File: config.mk
export PLATFORM = sky130hd
export DESIGN_NAME = prt_tx_drain
export DESIGN_NICKNAME = d
export VERILOG_FILES = /design/src/rtl/prt_tx_drain.sv
export SDC_FILE = /design/constraint.sdc
export NUM_CORES = 1
export LEC_CHECK = 0
export BUFFER_PORTS_ARGS = -buffer_cell sky130_fd_sc_hd__buf_4
export CAP_MARGIN = 20
export CORE_AREA = 10 10 116 107
export CTS_CLUSTER_DIAMETER = 150
export CTS_CLUSTER_SIZE = 8
export DETAILED_ROUTE_END_ITERATION = 12
export DIE_AREA = 0 0 126 117
export GPL_TIMING_DRIVEN = 0
export HOLD_SLACK_MARGIN = 0.08
export PLACE_DENSITY = 0.79
export SLEW_MARGIN = 15
export SYNTH_ARGS = -nofsm -noshare
export SYNTH_HDL_FRONTEND = slang
export SYNTH_SLANG_ARGS = --single-unit
export TNS_END_PERCENT = 30
File: constraint.sdc
create_clock -name CLK -period 4.3 [get_ports CLK]
set_input_delay 0.43 -clock CLK [delete_from_list [all_inputs] [get_ports CLK]]
set_output_delay 0.43 -clock CLK [all_outputs]
set_load 0.01 [all_outputs]
File: src/rtl/prt_tx_drain.sv
// PRT initiator drain engine: opens a read session per slot, streams the
// frame out through an egress FIFO with last-byte marking, then invalidates.
module prt_tx_drain #(
  parameter int DATA_WIDTH  = 8,
  parameter int NUM_SLOTS   = 2,
  parameter int FIFO_DEPTH  = 8,
  parameter int REQ_TIMEOUT = 64,
  localparam int SW = (NUM_SLOTS > 1) ? $clog2(NUM_SLOTS) : 1
) (
  input  logic                  CLK,
  input  logic                  RST_N,
  input  logic                  tx_req_valid,
  input  logic [SW-1:0]         tx_req_slot,
  output logic                  tx_req_ready,
  output logic                  EN_start_reading_prt_entry,
  output logic [SW-1:0]         start_reading_prt_entry_slot,
  input  logic                  RDY_start_reading_prt_entry,
  output logic                  EN_read_prt_entry,
  input  logic [DATA_WIDTH:0]   read_prt_entry,
  input  logic                  RDY_read_prt_entry,
  output logic                  EN_invalidate_prt_entry,
  output logic [SW-1:0]         invalidate_prt_entry_slot,
  input  logic                  RDY_invalidate_prt_entry,
  output logic [DATA_WIDTH-1:0] tx_data,
  output logic                  tx_valid,
  output logic                  tx_last,
  input  logic                  tx_ready,
  output logic [15:0]           frames_sent,
  output logic                  drain_err
);

  localparam int AW = $clog2(FIFO_DEPTH);
  localparam logic [AW:0] DEPTH = (AW+1)'(FIFO_DEPTH);
  localparam logic [AW:0] TWO = (AW+1)'(2);
  localparam logic [15:0] TO_LAST = 16'(REQ_TIMEOUT - 1);

  typedef enum logic [1:0] {
    IDLE,
    RD_REQ,
    RD_DATA,
    INV_REQ
  } state_t;

  state_t                state;
  logic [SW-1:0]         cur_slot;
  logic [15:0]           timer;
  logic [15:0]           timer_inc;
  logic                  pend_vld;
  logic [DATA_WIDTH-1:0] pend_data;

  logic [DATA_WIDTH:0]   mem [FIFO_DEPTH];
  logic [DATA_WIDTH:0]   head;
  logic [AW:0]           wr_ptr;
  logic [AW:0]           rd_ptr;
  logic [AW:0]           used;
  logic [AW:0]           free;
  logic                  empty;
  logic                  pop;
  logic                  push;
  logic                  push_last;
  logic                  beat;
  logic                  eof;

  assign used  = wr_ptr - rd_ptr;
  assign free  = DEPTH - used;
  assign empty = (wr_ptr == rd_ptr);
  assign pop   = !empty && tx_ready;
  assign head  = mem[rd_ptr[AW-1:0]];

  assign tx_valid = !empty;
  assign tx_data  = empty ? '0 : head[DATA_WIDTH-1:0];
  assign tx_last  = !empty && head[DATA_WIDTH];

  assign tx_req_ready                 = (state == IDLE);
  assign EN_start_reading_prt_entry   = (state == RD_REQ);
  assign start_reading_prt_entry_slot = cur_slot;
  assign EN_invalidate_prt_entry      = (state == INV_REQ);
  assign invalidate_prt_entry_slot    = cur_slot;

  // Two free entries: one for the held-back byte, one slack.
  assign EN_read_prt_entry = (state == RD_DATA) && (free >= TWO);
  assign beat = EN_read_prt_entry && RDY_read_prt_entry;
  assign eof  = read_prt_entry[DATA_WIDTH];

  assign timer_inc = (timer == 16'hFFFF) ? timer : timer + 16'd1;

  always_comb begin
    push      = 1'b0;
    push_last = 1'b0;
    if (state == RD_DATA && pend_vld) begin
      unique case (1'b1)
        beat: begin
          push      = 1'b1;
          push_last = eof;
        end
        !RDY_read_prt_entry: begin
          push      = 1'b1;
          push_last = 1'b1;
        end
        default: ;
      endcase
    end
  end

  always_ff @(posedge CLK) begin
    if (push) mem[wr_ptr[AW-1:0]] <= {push_last, pend_data};
  end

  always_ff @(posedge CLK or negedge RST_N) begin
    if (!RST_N) begin
      wr_ptr <= '0;
      rd_ptr <= '0;
    end else begin
      if (push) wr_ptr <= wr_ptr + 1'b1;
      if (pop)  rd_ptr <= rd_ptr + 1'b1;
    end
  end

  always_ff @(posedge CLK or negedge RST_N) begin
    if (!RST_N) begin
      state       <= IDLE;
      cur_slot    <= '0;
      timer       <= '0;
      pend_vld    <= 1'b0;
      pend_data   <= '0;
      frames_sent <= '0;
      drain_err   <= 1'b0;
    end else begin
      drain_err <= 1'b0;
      unique case (state)
        IDLE: begin
          if (tx_req_valid) begin
            cur_slot <= tx_req_slot;
            timer    <= '0;
            state    <= RD_REQ;
          end
        end
        RD_REQ: begin
          if (RDY_start_reading_prt_entry) begin
            state <= RD_DATA;
          end else if (timer == TO_LAST) begin
            drain_err <= 1'b1;
            state     <= IDLE;
          end else begin
            timer <= timer_inc;
          end
        end
        RD_DATA: begin
          if (beat && !eof) begin
            pend_vld  <= 1'b1;
            pend_data <= read_prt_entry[DATA_WIDTH-1:0];
          end else if (beat) begin
            if (pend_vld) frames_sent <= frames_sent + 16'd1;
            pend_vld <= 1'b0;
            timer    <= '0;
            state    <= INV_REQ;
          end else if (!RDY_read_prt_entry) begin
            pend_vld  <= 1'b0;
            drain_err <= 1'b1;
            timer     <= '0;
            state     <= INV_REQ;
          end
        end
        INV_REQ: begin
          if (RDY_invalidate_prt_entry) begin
            state <= IDLE;
          end else if (timer == TO_LAST) begin
            drain_err <= 1'b1;
            state     <= IDLE;
          end else begin
            timer <= timer_inc;
          end
        end
        default: state <= IDLE;
      endcase
    end
  end

endmodule

==> qor.csv <==
stage,metric,value,unit
placed_design,dp.final_hpwl,8014,um
die,dieArea,14740,um^2
grt,grt_pass1_vias,3786,
synth,synth_nets,431,
timing,slew_viol_final,0,
timing,finalCriticalPeriod,3636,ps
synth,yosysUniqueCellTypes,66,
placed_design,place_congestion,0.8356,
grt,grt_max_degree,54,
clock_network,clkLatencyLatePin,410,ps
critical_path,crit_start,rd_ptr[0],
synth,yosysMostFrequentCell,edfxtp_1,
clock_network,holdBufCountCts,0,
detailed_routing,drt-initial-drc-count,234,
timing,hold_violations,0,
die,coreArea,10070,um^2
synth,yosysWarnings,0,
critical_path,crit_chain,buf_2 -> inv_1 -> ha_1 -> inv_1 -> ha_1 -> inv_1 -> fa_1 -> nor2b_1 -> clkbuf_1 -> a31oi_4 -> nand2_1 -> nor3_2 -> buf_4,
die,start_util,58.09,%
grt,grt_pass1_wl,19860,um
synth,synth_edf_count,72,
power_and_ir_drop,powerDensity,675.0,nW/um^2
clock_network,clk_pin_slew,50,ps
placed_design,dp_cells,589,
timing,slew_headroom,38.74,%
placed_design,placed_cell_area,6460,um^2
clock_network,cts_max_level,4,
die,ios,50,
finish,drive_gt1_share,30.28,%
timing,finalCritPeriodShare,84.57,%
synth,synth_top_area_cell,edfxtp_1,
clock_network,clock-sinks,125,
run_status,status,"finished, final reports clean",
critical_path,endpoint_kind,flip-flop,
synth,syn_inst,405,
detailed_routing,drcViolationCount,0,
timing,worst_pin_slew,918.9,ps
grt,overflow,0,
critical_path,critical_path_class,flip-flop to flip-flop,
critical_path,crit_family,buffers and inverters,
synth,async_flop_share,42.40,%
detailed_routing,first_pass_iters,5,
grt,antenna_found_initial,0,
critical_path,cp_slowest_cell,nor3_2,
job,drv_cap,0,
grt,grt_usage,17.35,%
placed_design,port_buffers,48,
critical_path,rr_startpoint,rd_ptr[0],
timing,grt_setup_unrepaired,false,
synth,syn-cell-area,5851,um^2
synth,synthFlopType,edfxtp_1,
critical_path,slowest_delay,460,ps
critical_path,start_kind,flip-flop,
clock_network,post_cts_buffers,0,
detailed_routing,detail_route.wirelength,12240,um
clock_network,root_buffer,clkbuf_16,
detailed_routing,avgViaCountPerCell,5.752,
die,dieHeight,117,um
clock_network,clock_path_buffers,2,
power_and_ir_drop,p_leak,2.814,nW
critical_path,worst-path-buf-inv,6,
synth,yosys_register_bits,125,
clock_network,cts_inserted_buffers,17,
finish,fin_area,6999,um^2
finish,fin_util,69.49,%
power_and_ir_drop,total_power,4.724,mW
timing,fmax,275.0,MHz
critical_path,crit_fanout,10,
timing,setup_viol_count_final,0,
critical_path,cp_common_cell,inv_1,
clock_network,cts_tree,built,
timing,fin_worst_skew,8.275,ps
finish,syn_to_final_growth,19.63,%
critical_path,cp.arrival,3750,ps
critical_path,cp.required,4410,ps
synth,synth.avg_cell_area,14.45,um^2
finish,num-nets-final,505,
die,rows,35,
finish,num_antenna_cells,0,
detailed_routing,route.vias.total,3572,
min_path,min_path_type,input pin to asynchronous set/reset pin,
detailed_routing,wl_per_cell,19.71,um
synth,yosysSeqAreaShare,59.62,%
die,die_w,126,um
synth,synthTopCellsByCount,"edfxtp_1 (72), dfrtp_1 (53), nand2_1 (25), nor2_1 (25), mux4_2 (18)",
synth,synth_top_area_share,36.95,%
finish,fin_cells,621,
clock_network,cts_resized,0,
detailed_routing,detail-route-antenna-nets,0,
synth,synth.area.top_cells,"edfxtp_1 (37%), dfrtp_1 (23%), mux4_2 (6.9%)",
timing,fin_setup_tns,0,ps
power_and_ir_drop,ir_drop,0.4512,mV
power breakdown:
| part | total, mW | leakage, nW | switching (mW) | internal, mW |
|---|---|---|---|---|
| clock | 1.29 | 0.259 | 0.477 | 0.816 |
| sequential | 1.70 | 1.35 | 0.190 | 1.51 |
| combinational | 1.73 | 1.20 | 0.927 | 0.808 |
| total | 4.72 | 2.81 | 1.59 | 3.13 |
kinds of logic (layout without fill, tap and decap cells):
| family | Yosys count | count (layout) | synth area share (%) |
|---|---|---|---|
| simple gates | 123 | 123 | 11.06 |
| mux | 40 | 40 | 11.44 |
| xor+xnor | 30 | 30 | 5.069 |
| buf+inv | 31 | 118 | 3.571 |
| fa+ha+maj | 9 | 9 | 2.053 |
| compound gates | 47 | 47 | 7.186 |
| flops | 125 | 125 | 59.62 |
path summary, 6_finish.rpt:
check	to	slack [ps]	depth (start not counted)
hold reg to reg	frames_sent[15]	470	1
max in group asynchronous	timer[4]	3750	1
setup / recovery	mem[3][0]	660	13
min in group CLK	pend_data[5]	250	2
hold / removal	timer[14]	70	1
setup reg to reg	mem[3][0]	660	13
worst reg2reg max path: cells and delay by family (launching register included):
family	cells	cell delay, ps
adder cells (fa/ha/maj)	3	750
buffers and inverters	6	1070
AND/OR/NAND/NOR	3	770
AO/OA/AOI/OAI	1	330
flip-flops	1	410
metrics by stage:
step | hold slack [ps] | worst slack (ps)
floorplan | 134.4 | 937.1
global placement | 461.4 | 82.45
detailed placement | 468.3 | 644.3
CTS | 105.6 | 594.4
global route | 123.4 | 433.3
finish | 69.64 | 663.5
flip-flops by register name (all words and copies together), names as in the netlist:
register	count
state	2
timer	16
mem	72
wr_ptr	4
drain_err	1
rd_ptr	4
frames_sent	16
pend_vld	1
invalidate_prt_entry_slot	1
pend_data	8
placed cells by master (no fill, tap or decap), drive strengths merged, types with 4 or more instances in the layout:
| master | n |
|---|---|
| mux4 | 18 |
| buf | 64 |
| inv | 12 |
| a22o | 8 |
| nor3 | 14 |
| and4 | 5 |
| nand3 | 15 |
| nor2 | 25 |
| nand4 | 13 |
| clkbuf | 31 |
| clkinv | 6 |
| a31oi | 4 |
| a21oi | 8 |
| xnor2 | 19 |
| mux2 | 11 |
| dfrtp | 53 |
| xor2 | 11 |
| and2 | 5 |
| ha | 8 |
| edfxtp | 72 |
| o21ai | 6 |
| mux2i | 11 |
| nand2 | 25 |
| and3 | 8 |
cell type report:
class	count	area, um^2
fill	706	3073
buffer	18	160.2
inverter	13	48.80
tap	129	161.4
sequential	125	3488
clock inverter	8	67.56
multi-input combinational	249	2188
timing repair buffer	55	412.9
clock buffer	24	471.7
routing by layer:
metal / vias up / track usage, % / part of all wire (%)
li1: 1689 / - / -
met1: 1749 / 21.57 / 44
met2: 119 / 27.89 / 48
met3: 15 / 6.033 / 7.0
met4: 0 / 5.989 / 1.2
met5: - / 0 / 0
(Power assumes the default switching activity.)
